## src/rtl/mips16_pipeline_ctrl.sv

```systemverilog
// Pipeline sequencing controller for the mips_16 five-stage core.
// Drives the IF/ID enables and detects RAW hazards against EX/MEM/WB.
// Kills the wrong-path instruction after a taken branch and runs the
// debug halt/single-step handshake. Keeps a saturating stall counter.
module mips16_pipeline_ctrl (
   input  logic        clk,
   input  logic        rst,
   input  logic [2:0]  dec_src1_i,
   input  logic [2:0]  dec_src2_i,
   input  logic        ex_wb_en_i,
   input  logic        mem_wb_en_i,
   input  logic        wb_wb_en_i,
   input  logic [2:0]  ex_dest_i,
   input  logic [2:0]  mem_dest_i,
   input  logic [2:0]  wb_dest_i,
   input  logic        branch_taken_i,
   input  logic        halt_req_i,
   input  logic        step_req_i,
   input  logic        perf_clr_i,
   output logic        fetch_en_o,
   output logic        decode_en_o,
   output logic        id_kill_o,
   output logic        halted_o,
   output logic [15:0] stall_cycles_o
);

   localparam int unsigned REG_W = 3;
   localparam int unsigned CNT_W = 16;

   localparam logic [1:0] RUN    = 2'd0;
   localparam logic [1:0] HALTED = 2'd1;
   localparam logic [1:0] STEP   = 2'd2;

   logic [1:0]       state_q, state_d;
   logic             kill_q, kill_d;
   logic [CNT_W-1:0] stall_q, stall_d;
   logic             hazard_c;
   logic             run_en_c;

   // Hit test for one stage: register 0 is never a real dependency.
   function automatic logic stage_hit(input logic wb_en, input logic [REG_W-1:0] dest,
                                      input logic [REG_W-1:0] s1, input logic [REG_W-1:0] s2);
      return wb_en && (dest != REG_W'(0)) && ((dest == s1) || (dest == s2));
   endfunction

   // RAW hazard between the decode instruction and any in-flight destination.
   always_comb begin
      hazard_c = stage_hit(ex_wb_en_i,  ex_dest_i,  dec_src1_i, dec_src2_i)
               | stage_hit(mem_wb_en_i, mem_dest_i, dec_src1_i, dec_src2_i)
               | stage_hit(wb_wb_en_i,  wb_dest_i,  dec_src1_i, dec_src2_i);
   end

   // State, kill and stall-counter registers.
   always_ff @(posedge clk or posedge rst) begin
      if (rst) begin
         state_q <= RUN;
         kill_q  <= 1'b0;
         stall_q <= '0;
      end else begin
         state_q <= state_d;
         kill_q  <= kill_d;
         stall_q <= stall_d;
      end
   end

   // Next state and enables; a pending kill overrides hazard and halt.
   always_comb begin
      state_d     = state_q;
      fetch_en_o  = 1'b0;
      decode_en_o = 1'b0;
      halted_o    = 1'b0;
      run_en_c    = !hazard_c && !kill_q;

      case (state_q)
         RUN: begin
            fetch_en_o  = run_en_c;
            decode_en_o = run_en_c;
            if (halt_req_i) state_d = HALTED;
         end
         HALTED: begin
            halted_o = 1'b1;
            if (step_req_i)       state_d = STEP;
            else if (!halt_req_i) state_d = RUN;
         end
         STEP: begin
            fetch_en_o  = run_en_c;
            decode_en_o = run_en_c;
            if (run_en_c) state_d = HALTED;
         end
         default: state_d = RUN;
      endcase

      if (kill_q) begin
         fetch_en_o  = 1'b1;
         decode_en_o = 1'b0;
         halted_o    = 1'b0;
      end

      // Enables stay low for as long as reset is held.
      if (rst) begin
         fetch_en_o  = 1'b0;
         decode_en_o = 1'b0;
         halted_o    = 1'b0;
      end
   end

   // Branch kill is only armed by an instruction that actually decoded.
   always_comb begin
      kill_d = branch_taken_i && decode_en_o;
   end

   // Saturating hazard-stall counter; clear wins over increment.
   always_comb begin
      stall_d = stall_q;
      if (perf_clr_i)
         stall_d = '0;
      else if (hazard_c && !kill_q && (state_q != HALTED) && (stall_q != {CNT_W{1'b1}}))
         stall_d = stall_q + CNT_W'(1);
   end

   assign id_kill_o      = kill_q;
   assign stall_cycles_o = stall_q;

endmodule

```

## config.mk

```make
export PLATFORM = sky130hd
export DESIGN_NAME = mips16_pipeline_ctrl
export DESIGN_NICKNAME = d
export VERILOG_FILES = /design/src/rtl/mips16_pipeline_ctrl.sv
export SDC_FILE = /design/constraint.sdc
export NUM_CORES = 1
export LEC_CHECK = 0
export ABC_AREA = 1
export BUFFER_PORTS_ARGS = -buffer_cell sky130_fd_sc_hd__buf_2
export CAP_MARGIN = 20
export CORE_MARGIN = 2
export CORE_UTILIZATION = 45
export DETAILED_ROUTE_END_ITERATION = 8
export PLACE_DENSITY_LB_ADDON = 0.12
export REMOVE_ABC_BUFFERS = 1
export SYNTH_ARGS = -nofsm -noshare
export SYNTH_HDL_FRONTEND = slang
export SYNTH_SLANG_ARGS = --single-unit
```

## constraint.sdc

```tcl
create_clock -name clk -period 1.7 [get_ports clk]
set_input_delay 0.085 -clock clk [delete_from_list [all_inputs] [get_ports clk]]
set_output_delay 0.085 -clock clk [all_outputs]
set_load 0.05 [all_outputs]
```

# --- After elaboration in Yosys (flattened, before gate mapping) ---
# Cells that the tools add are included.
op_classes:
  muxes: 15
  reduce_logical: 23
  eq_ne: 13
  bitwise: 2
  add_sub_neg: 1
ops:
  columns: ["cell", "n"]
  rows:
  - ["2-to-1 mux 16 bit", 2]
  - ["equality test 3 bit", 6]
  - ["adder 16 x 1 -> 16 bit, second input constant", 1]
  - ["!= test 16 bit, second input constant", 1]
  - ["logical AND 1 bit", 11]
  - ["nonzero test 3 bit", 3]
  - ["2-to-1 mux 1 bit", 8]
  - ["2-to-1 mux 2 bit", 4]
  - ["case mux 2 bit (3 select lines)", 1]
  - ["!= test 2 bit, second input constant", 2]
  - ["logical OR 1 bit", 3]
  - ["!= test 3 bit, second input constant", 1]
  - ["AND reduction 3 bit", 1]
  - ["equality test 2 x 1 -> 1 bit, second input constant", 1]
  - ["equality test 2 bit, second input constant", 1]
  - ["logical NOT 1 bit", 2]
  - ["logical NOT 2 bit", 1]
  - ["!= test 2 x 1 -> 1 bit, second input constant", 1]
  - ["bitwise OR 1 bit", 2]
  - ["nonzero test 2 bit", 1]
  - ["OR reduction 2 bit", 1]
totals:
  output_inout_bits: 20
  ff_bits: 19
  word_cells: 57
  input_bits: 24

# --- Depth between registers and ports, before layout ---
logic_depth:
  depth_word: 11
  ltp_mapped: 12
  mapped_depth_nobuf: 11

# --- Least setup slack after synthesis ---
# OpenSTA, ideal clock, no wires.
synth_path:
  path_type: "flip-flop to flip-flop"
  startpoint: "register stall_q[0] (netlist: stall_cycles_o[0])"
  endpoint: "register stall_q[7] (netlist: stall_cycles_o[7])"
  setup_slack_ns: -0.324
  arrival_time_ns: 1.905
  synth_period_minus_slack_ns: 2.024
  required_ns: 1.581
  setup_ns: 0.119
  path_stages_with_launch: 12
  n_path_buf: 1
  cell_sequence: "dfrtp_1 > ha_1 > nand2_2 > nor3_4 > inv_2 > nor2_4 > nand3_2 > nand3_4 > nand2_4 > buf_6 > nand2_1 > nand2_1"
synth_via:
  elab_chain_cells: 3
  word_cells_on_any_way: 6
  cone_classes: "add/sub (1); eq/ne (1); mux (2); reduce/logical (2)"
synth_lines:
  columns: ["element", "line_no", "text"]
  rows:
  - ["start: declaration", "36", "logic [CNT_W-1:0] stall_q, stall_d;"]
  - ["start signal: assignment", "62", "stall_q <= stall_d;"]
  - ["adder 16 x 1 -> 16 bit or != test 16 bit (tied branches)", "118, 117", null]
  - ["2-to-1 mux 16 bit or logical AND 1 bit (tied branches)", "117", "else if (hazard_c && !kill_q && (state_q != HALTED) && (stall_q != {CNT_W{1'b1}}))"]
  - ["2-to-1 mux 16 bit or nonzero test 2 bit (tied branches)", null, null]
# Several ways; a longest one is shown, not always the timed one. The select of a mux whose other input is x is not followed.
# A chain may end at the register's enable or synchronous reset.

# --- Worst setup path in the final report ---
layout_path:
  startpoint: "input rst"
  endpoint: "output fetch_en_o"
layout_via:
  elab_chain_cells: 1
layout_lines:
  columns: ["element", "line_no", "text"]
  rows:
  - ["start: declaration", "7", "input logic rst,"]
  - ["2-to-1 mux 1 bit", "100", "if (rst) begin"]
  - ["end: declaration", "20", "output logic fetch_en_o,"]
# Every way passes these cells.

==> run summary <==
CTS buffer count = 3
Final TNS setup = 0 ps
antenna cells = 0
Total GRT Usage = 19.81%
Syn Area/Cell = 6.378 um2
CP max FO = 13
Ys Warns = 0
I/O Buffers = 43
initial antenna violation count = 0
FMAX = 0.6298 GHz
Avg WL per Cell = 10.47 um
crit path launch type = input port
synthesized area = 1569 um2
Design Area, Final = 1973 um2
CP most frequent cell = buf_2
Post-DP HPWL = 2874 um
Synth Area in Compound Gates = 4.067%
H-tree depth = 1
Hold Vio Cnt, Final = 0
Critical-path top delay cell = dlygate4sd3_1
clock skew = 13.77 ps
library cells used by synthesis = 30
Synth Area in XOR/XNOR = 8.373%
critical-path cell list = dlygate4sd3_1 > buf_2 > inv_1 > buf_4 > nand3_1 > nand2_1 > buf_2
clk slew on worst S/H paths = 100 ps
P per Cell Area = 687.4 nW/um2
peak supply drop = 0.7252 mV
critical path's top delay family = buffers and inverters
1st-iter DRT viols = 65
vias per std cell = 4.742
GPL Wtd Cong = 0.8674
clk root buf = clkbuf_4
Cells after Synth = 246
adder-cell share of the synthesized area = 0.7974%
Post-Synth Simple-Gate Area = 46.17%
Pwr Total = 1.356 mW
Final nets = 329
Final period util = 93.40%
largest net degree at the start of global routing = 18
ranking of synthesized cells by area = dfrtp_1 30%, nand2_1 22%, nand3_1 8.3%
CTS tree = yes
share of post-route cells with drive strength above 1 = 24.42%
required time worst endpoint = 1620 ps
die width = 63.05 um
clk sinks = 19
Antenna Nets Post-Route = 0
Final Setup Violations = 0
Clk Latency, worst-skew pair = 300 ps
Final min period = 1588 ps
first-pass GRT wire length = 6499 um
Die Ht = 63.05 um
Ports = 44
final cell count without fillers = 349
Worst R2R Path Depth = 10
Pleak = 1.134 nW
commonest non-fill, non-tap cell in the layout = nand2_1
die area = 3975 um2
GRT overflow = 0
share of the synthesized area in the top cell type = 30.30%
hold-critical path depth = 3
DRT Pass-1 Iters = 4
Worst EP arrival = 1500 ps
Area Overhead vs Synth = 25.76%
slew of the pin with the lowest slew margin = 321.2 ps
kind of critical path = in -> out
max-slew violations = 0
synthesized flop and latch total = 19
Vias = 1655
number of global-route vias before repair = 1506
wire length after detailed routing = 3655 um
Placed Area = 1883 um2
Row Count = 21
CP peak stage delay = 530 ps
Worst Setup End Kind = output pin
DRC = 0
largest family of logic cells by synthesized area = simple AND/OR/NAND/NOR gates
area leader, netlist = dfrtp_1
post-synthesis sequential area ratio = 30.30%
Starting Density = 47.02%
relative slew slack = 78.59%
commonest cells after routing, fill and taps aside = 89 x nand2_1, 43 x buf_2, 30 x inv_1, 26 x nand3_1, 25 x nor2_1
core box area = 3337 um2
final core area utilization = 59.13%
mux cell area share after synthesis = 0%
critical path depth = 7
Worst Hold Class = in -> reg
status = finished clean
DP Cell Count = 340
WP buf/inv = 5
maximum root-to-sink buffer count = 2
MaxCap Viol Count = 0
kinds of logic after synthesis:
logic type	count (synthesis)
and+or+nand+nor	162
AOI/OAI and AO/OA	10
adders and majority gates	1
DFF	19
buffers and inverters	39
xor gates and xnor gates	15
flip-flops by register name, summed over array words and instances, names as in the netlist:
name,count
id_kill_o,1
stall_cycles_o,16
state_q,2
final timing paths:
path,startpoint,slack (ps),to
worst max-delay path,rst,110,fetch_en_o
min in group asynchronous,rst,300,stall_cycles_o[14]
worst max register to register,stall_cycles_o[1],150,stall_cycles_o[2]
max in group asynchronous,rst,1200,stall_cycles_o[4]
worst min-delay path,step_req_i,70,state_q[1]
worst min register to register,stall_cycles_o[15],550,stall_cycles_o[15]
worst reg2reg max path, delay by kind of cell (launching register included):
kind          cells  cell delay (ps)
simple gates      7              700
flops             1              370
buf+inv           2              230
fa+ha+maj         1              180
stage by stage:
step                worst slack (ps)  hold WS, ps
floorplan                     -297.9        53.05
global placement               104.9        104.2
detailed placement             66.01        98.36
CTS                            51.76        66.50
global route                  -21.30        78.74
finish                         112.1        68.54
power by group:
part | switching, mW | internal, mW | total [mW]
combinational | 0.405 | 0.193 | 0.597
sequential | 0.0281 | 0.493 | 0.521
clock | 0.146 | 0.0915 | 0.238
timing repair:
action / in CTS / in global routing
gates resized for setup: 0 / 4
setup endpoints to repair: 0 / 16
hold buffers: 2 / 0
buffers inserted: 0 / 3
hold endpoints to repair: 20 / 0
Yosys cell counts:
cell type	count
o21ai_0	2
nand2_4	1
buf_1	1
clkbuf_1	2
clkinv_1	1
a21oi_1	1
xnor2_1	10
nand3_1	26
buf_6	2
nor2_1	25
inv_1	30
dfrtp_1	19
a31oi_1	2
nor2_4	1
nand4_1	3
nand2_2	2
xor2_1	5
nand3_4	1
nand2_1	90
inv_2	3
nor2_2	2
o31a_1	1
nor3b_1	1
nor3_4	1
ha_1	1
o21bai_1	1
o211a_1	1
nor3_1	7
o21ai_1	2
nand3_2	2
final cells by class:
type | count | area (um2)
Clock buffer | 4 | 26.28
Sequential cell | 19 | 475.5
Inverter | 34 | 127.6
Tap cell | 46 | 57.56
Multi-Input combinational cell | 188 | 953.4
Fill cell | 355 | 1364
Timing Repair Buffer | 58 | 332.8
routing by layer:
layer	track usage (%)	wire (um)	share of wire, %
met2	32.18	1663	45
met3	2.857	192	5.3
met1	27.24	1760	48
met5	0	0	0
met4	6.111	40	1.1
Power figures use the tool's default switching activity.
